[src/rtl/pc_sequencer.sv]
// Program-counter sequencer: holds the PC, applies INC/JMP/BRR/CALL/RET and
// drives a registered address plus one-cycle load strobe to the address register.
module pc_sequencer #(
    parameter logic [15:0] RESET_VECTOR = 16'h0000,
    parameter int          STACK_DEPTH  = 4
) (
    input  logic                               CLK,
    input  logic                               RESET,
    input  logic [2:0]                         OP,
    input  logic                               OP_VALID,
    input  logic                               STALL,
    input  logic [15:0]                        TARGET,
    input  logic [7:0]                         REL,
    output logic [15:0]                        ADDR_OUT,
    output logic                               ADDR_LOAD,
    output logic [15:0]                        PC,
    output logic [$clog2(STACK_DEPTH+1)-1:0]   DEPTH,
    output logic                               STK_ERR
);

    localparam int DW = $clog2(STACK_DEPTH + 1);

    typedef enum logic [2:0] {
        OP_NOP  = 3'b000,
        OP_INC  = 3'b001,
        OP_JMP  = 3'b010,
        OP_BRR  = 3'b011,
        OP_CALL = 3'b100,
        OP_RET  = 3'b101
    } op_e;

    logic [15:0]   pc_q, pc_d;
    logic [15:0]   addr_q, addr_d;
    logic          load_q, load_d;
    logic [DW-1:0] depth_q, depth_d;
    logic          err_q, err_d;
    logic [15:0]   stack_q [STACK_DEPTH];
    logic [15:0]   stack_d [STACK_DEPTH];

    logic [15:0]   pc_inc;
    logic [15:0]   rel_ext;
    logic [15:0]   stack_top;
    logic          take;
    logic          accept;
    logic          push;
    logic [15:0]   npc;

    assign pc_inc  = pc_q + 16'd1;
    assign rel_ext = {{8{REL[7]}}, REL};
    assign take    = OP_VALID && !STALL;

    // Entry just below the current depth is the return address for RET.
    always_comb begin
        stack_top = '0;
        for (int i = 0; i < STACK_DEPTH; i++) begin
            if (depth_q == DW'(i + 1)) stack_top = stack_q[i];
        end
    end

    always_comb begin
        accept  = 1'b0;
        push    = 1'b0;
        npc     = pc_q;
        depth_d = depth_q;
        err_d   = err_q;
        if (take) begin
            case (op_e'(OP))
                OP_INC: begin
                    accept = 1'b1;
                    npc    = pc_inc;
                end
                OP_JMP: begin
                    accept = 1'b1;
                    npc    = TARGET;
                end
                OP_BRR: begin
                    accept = 1'b1;
                    npc    = pc_q + rel_ext;
                end
                OP_CALL: begin
                    if (depth_q == DW'(STACK_DEPTH)) begin
                        err_d = 1'b1;
                    end else begin
                        accept  = 1'b1;
                        push    = 1'b1;
                        depth_d = depth_q + DW'(1);
                        npc     = TARGET;
                    end
                end
                OP_RET: begin
                    if (depth_q == '0) begin
                        err_d = 1'b1;
                    end else begin
                        accept  = 1'b1;
                        depth_d = depth_q - DW'(1);
                        npc     = stack_top;
                    end
                end
                default: ;
            endcase
        end
        pc_d   = accept ? npc : pc_q;
        addr_d = accept ? npc : addr_q;
        load_d = accept;
    end

    always_comb begin
        stack_d = stack_q;
        for (int i = 0; i < STACK_DEPTH; i++) begin
            if (push && depth_q == DW'(i)) stack_d[i] = pc_inc;
        end
    end

    always_ff @(posedge CLK or negedge RESET) begin
        if (!RESET) begin
            pc_q    <= RESET_VECTOR;
            addr_q  <= RESET_VECTOR;
            load_q  <= 1'b0;
            depth_q <= '0;
            err_q   <= 1'b0;
        end else begin
            pc_q    <= pc_d;
            addr_q  <= addr_d;
            load_q  <= load_d;
            depth_q <= depth_d;
            err_q   <= err_d;
        end
    end

    // Stack contents are don't-care after reset since DEPTH returns to zero.
    always_ff @(posedge CLK) begin
        stack_q <= stack_d;
    end

    assign ADDR_OUT  = addr_q;
    assign ADDR_LOAD = load_q;
    assign PC        = pc_q;
    assign DEPTH     = depth_q;
    assign STK_ERR   = err_q;

endmodule

[config.mk]
export PLATFORM = sky130hd
export DESIGN_NAME = pc_sequencer
export DESIGN_NICKNAME = d
export VERILOG_FILES = /design/src/rtl/pc_sequencer.sv
export SDC_FILE = /design/constraint.sdc
export NUM_CORES = 1
export LEC_CHECK = 0
export BUFFER_PORTS_ARGS = -buffer_cell sky130_fd_sc_hd__buf_2
export CELL_PAD_IN_SITES_DETAIL_PLACEMENT = 1
export CELL_PAD_IN_SITES_GLOBAL_PLACEMENT = 1
export CORE_UTILIZATION = 35
export DETAILED_ROUTE_END_ITERATION = 8
export GPL_TIMING_DRIVEN = 1
export PLACE_DENSITY = 0.69
export SETUP_SLACK_MARGIN = 0.1
export SYNTH_ARGS = -nofsm -noshare
export SYNTH_HDL_FRONTEND = slang
export SYNTH_SLANG_ARGS = --single-unit
[constraint.sdc]
create_clock -name CLK -period 2.75 [get_ports CLK]
set_input_delay 0.55 -clock CLK [delete_from_list [all_inputs] [get_ports CLK]]
set_output_delay 0.55 -clock CLK [all_outputs]
set_load 0.05 [all_outputs]
* Word level (Yosys, flattened, before mapping)
Index checks and enable logic that the tools add are counted.
Word-level totals: bits in registers 85, input port bits 31, logic and storage cells 58
Cells by class: add/sub/neg operators 4, equal/unequal tests 13, muxes and demuxes 20, reductions and logical operators 13
Operators by type and width (number):
- 16-bit two-way mux | 7
- 16-bit one-hot mux with 5 select lines | 1
- 16-bit by 1-bit adder with 16-bit output (second input constant) | 1
- 16-bit adder | 1
- 3-bit by 2-bit == test with 1-bit output (second input constant) | 4
- 3-bit == test (second input constant) | 3
- 2-bit != test (second input constant) | 4
- 4-bit AND reduction | 2
- 1-bit two-way mux | 7
- 3-bit by 1-bit == test with 1-bit output (second input constant) | 2
- 3-bit two-way mux | 2
- 3-bit one-hot mux with 2 select lines | 1
- 1-bit logical AND | 5
- 5-bit AND reduction | 1
- 5-bit nonzero test | 1
- 3-bit by 1-bit adder with 3-bit output (second input constant) | 1
- 3-bit logical NOT | 1
- 1-bit one-hot mux with 3 select lines | 1
- 3-bit OR reduction | 1
- 3-bit by 1-bit subtractor with 3-bit output (second input constant) | 1
- 1-bit one-hot mux with 2 select lines | 1
- 2-bit nonzero test | 1
- 1-bit logical NOT | 1

* Longest topological paths before layout
depth in word-level cells 8, gate-level depth with buffers 10

* Worst setup path before layout
OpenSTA, ideal clock, no wires.
kind register to register, start register depth_q[1], in the netlist DEPTH[1], end register stack_q[0] (netlist name), enable pin, data arrival time 2848 ps, required time 2341 ps, slack -508 ps, stages on the path, launching flop included 8, period minus slack after synthesis 3258 ps, cell sequence dfrtp_1 > ha_1 > ha_1 > clkbuf_1 > buf_2 > buf_2 > nand2_1 > nor3_1
Between the ends: longest elaborated chain between the ends 5
RTL lines:
- from (decl) | line 35 | logic [DW-1:0] depth_q, depth_d;
- from (signal assigned) | line 125 | depth_q <= depth_d;
- 3-bit == test | line 81 | if (depth_q == DW'(STACK_DEPTH)) begin
- 1-bit two-way mux | line 81
- 1-bit two-way mux | line 67 | case (op_e'(OP))
- 1-bit two-way mux | line 66 | if (take) begin
- 1-bit logical AND * | line 110 | if (push && depth_q == DW'(i)) stack_d[i] = pc_inc;
- to (signal assigned) | line 132 | stack_q <= stack_d;
- to (decl) | line 37 | logic [15:0] stack_q [STACK_DEPTH];
Mark *: on every way between the ends. The rest lies on a longest branch, timed or not. A chain may end at the register's enable or synchronous reset.

==> results.yml <==
sta:
  maxSlewHeadroom: 0.5728
  fin_ws_ns: 0.3030
  post-route-period-util: 0.8898
  fmax_mhz: 408.7
  setup-tns-final_ns: 0
  tightest_slew_ns: 0.6394
  finalClockSkew_ns: 0.01231
  hold_viol_final: 0
  fin_crit_ns: 2.447
  setup_viol: 0
  timing.hold.ws_ns: 0.2008
  rsz0062_at_grt: "no"
  slew_viol_final: 0
setup_path:
  crit_buf_inv: 0
  path_cells: "ha_1 -> fa_1 -> a21oi_1 -> o21ai_0 -> a21oi_1 -> xor2_1 -> o221ai_1 -> o211a_1"
  cpMostUsedCell: "a21oi_1"
  startpoint: "ADDR_OUT[0]$_DFFE_PN0P_"
  path_delay_family: "compound AO/OA/AOI/OAI gates"
  worstPathRequired_ns: 2.98
  cpMaxStageDelayCell: "fa_1"
  worstSetupPathType: "flop to flop"
  arrival_ns: 2.68
  startpoint_type: "flop"
  slowest_delay_ns: 0.42
  end_kind: "flop"
  crit_fanout: 4
  r2r_start: "ADDR_OUT[0]$_DFFE_PN0P_"
floorplan:
  die-area_um2: 15330
  start_util: 0.3587
  die_w_um: 123.8
  die_h_um: 123.8
  fp-row-count: 44
  core-area_um2: 14480
  ios: 68
placement:
  dp_slack_ns: 0.06103
  gp_congestion: 0.8644
  dp_hpwl_mm: 12.14
  portBuffers: 67
power:
  p_leak_nw: 2.364
  intPower_mw: 3.595
  p_switching_mw: 3.162
  seq_power_share: 0.269
  switching_share: 0.4680
  ir_drop_uv: 660.9
  p_clk_frac: 0.197
  total_power_mw: 6.758
  combPwrFrac: 0.535
  power_density_nw_per_um2: 1102
global_route:
  grt_pass1_vias: 4472
  antenna_found_initial: 0
  track_usage: 0.2236
  grt_pass1_wl_mm: 25.28
  globalRouteOverflowTotal: 0
  grt_start_max_net_pins: 30
cells_and_area:
  fill_cells: 1626
  final_core_util: 0.4237
  layout-drive-gt1-share: 0.2417
  final_nets: 624
  antenna_cells: 0
  areaGrowthSynthToFinish_pct: 18.12
cts:
  htreeDepth: 3
  insertion_delay_ns: 0.35
  cts_hold_buffers: 0
  cts_tree: "yes"
  post_cts_resize_count: 0
  cts.sinks: 85
  clk_pin_slew_ns: 0.07
  post_cts_buffers: 0
  clock_path_buffers: 2
  cts_buffers: 9
  cts_root_buffer: "clkbuf_16"
synth:
  synth_cell_types: 78
  async_reset_ff_frac: 0.2471
  yosysTopAreaCellShare: 0.3700
  synth_top_cells_by_count: "edfxtp_1, nand2_1, o21ai_0"
  seq_area_frac_synth: 0.4712
  synth_nets: 551
  synth.most_common_cell: "edfxtp_1"
  syn_area_um2: 5194
  synth_top_area_cell: "edfxtp_1"
  synth-edff-count: 64
  yosys_warnings: 0
  ys_ff_latch: 85
  netlist_instances: 497
  syn_area_per_cell_um2: 10.45
  yosys-top-cells-area: "edfxtp_1, dfrtp_1, ha_1"
  synthFlopType: "edfxtp_1"
drt:
  viasPerCell: 5.742
  drtIter0Drc: 233
  via_count: 4358
  post_drt_wl_per_cell_um: 21.34
  ant_nets: 0
  finalWirelength_mm: 16.20
  drt_first_pass_iters: 5
  drc: 0
status:
  status: "completed"
hold_path:
  hold_path.class: "primary input to asynchronous set/reset pin"
run:
  maxCapViolations: 0
## sequential cells by signal (all words and copies together), names as in the netlist
signal,cells
STK_ERR,1
stack_q,64
DEPTH,3
ADDR_OUT,16
ADDR_LOAD,1
## cell families after synthesis
group	synth area share
xor gates and xnor gates	0.04385
muxes	0.005782
and+or+nand+nor	0.1392
adders and majority gates	0.05685
DFF	0.4712
buffers and inverters	0.05806
AOI/OAI and AO/OA	0.2250
## final timing paths
path                                            end  slack [ns]  depth (start not counted)
max                         ADDR_OUT[6]$_DFFE_PN0P_        0.30                          8
min                        ADDR_OUT[11]$_DFFE_PN0P_        0.20                          1
max reg2reg                 ADDR_OUT[6]$_DFFE_PN0P_        0.30                          8
min reg2reg                     STK_ERR$_DFFE_PN0P_        0.48                          1
max in group asynchronous      DEPTH[1]$_DFFE_PN0P_        2.16                          1
min in group CLK                STK_ERR$_DFFE_PN0P_        0.48                          1
## power groups by stage
stage	registers, mW	logic [mW]	clock network (mW)
2_1_floorplan	2.29	2.12	0
3_3_place_gp	1.83	3.49	0
3_5_place_dp	1.84	3.58	0
4_1_cts	1.82	3.61	1.32
5_1_grt	1.84	3.88	1.36
6_report	1.82	3.61	1.33
## cell usage in the layout, fill, tap and decap left out, types with 4 or more instances in the layout
cell	count
buf_2	67
nand2_1	50
a31oi_1	6
inv_1	12
nand3_1	16
a21oi_1	28
a211oi_1	4
clkbuf_16	9
o21a_1	4
a21o_1	6
a221oi_1	14
a22oi_1	5
and2_1	7
o21ai_0	38
buf_4	34
nor3_1	9
dfrtp_1	21
nand4_1	5
a22o_1	5
edfxtp_1	64
xnor2_1	15
and3_1	6
nor2b_1	11
o211ai_1	6
a221o_1	6
xor2_1	11
nor2_1	23
ha_1	22
## layer usage
layer / global-route usage / share of wire
met4: 0.06476 / 0.013
met5: 0 / 0
met2: 0.3813 / 0.50
met1: 0.2953 / 0.45
met3: 0.02930 / 0.039
## metrics by stage
step	instance area (µm²)	std cells
global route	6135	759
finish	6135	759
floorplan	5205	497
CTS	6135	759
detailed placement	5813	743
global placement	5813	743
## worst register-to-register path: stages, from the launching register on
cell and delay [ns]:
dfrtp_1 0.39, ha_1 0.24, fa_1 0.42, a21oi_1 0.31, o21ai_0 0.13, a21oi_1 0.36, xor2_1 0.19, o221ai_1 0.15
o211a_1 0.15
## final cells by class
cell class                      instances  area, µm²  area share
Sequential cell                        85       2447      0.3989
Tap cell                              184      230.2     0.03753
Clock inverter                          7      96.34     0.01570
Inverter                               13      48.80    0.007954
Clock buffer                            9      225.2     0.03671
Timing Repair Buffer                  103      630.6      0.1028
Multi-Input combinational cell        358       2456      0.4004
No activity file was read; power rests on OpenSTA's default activity.
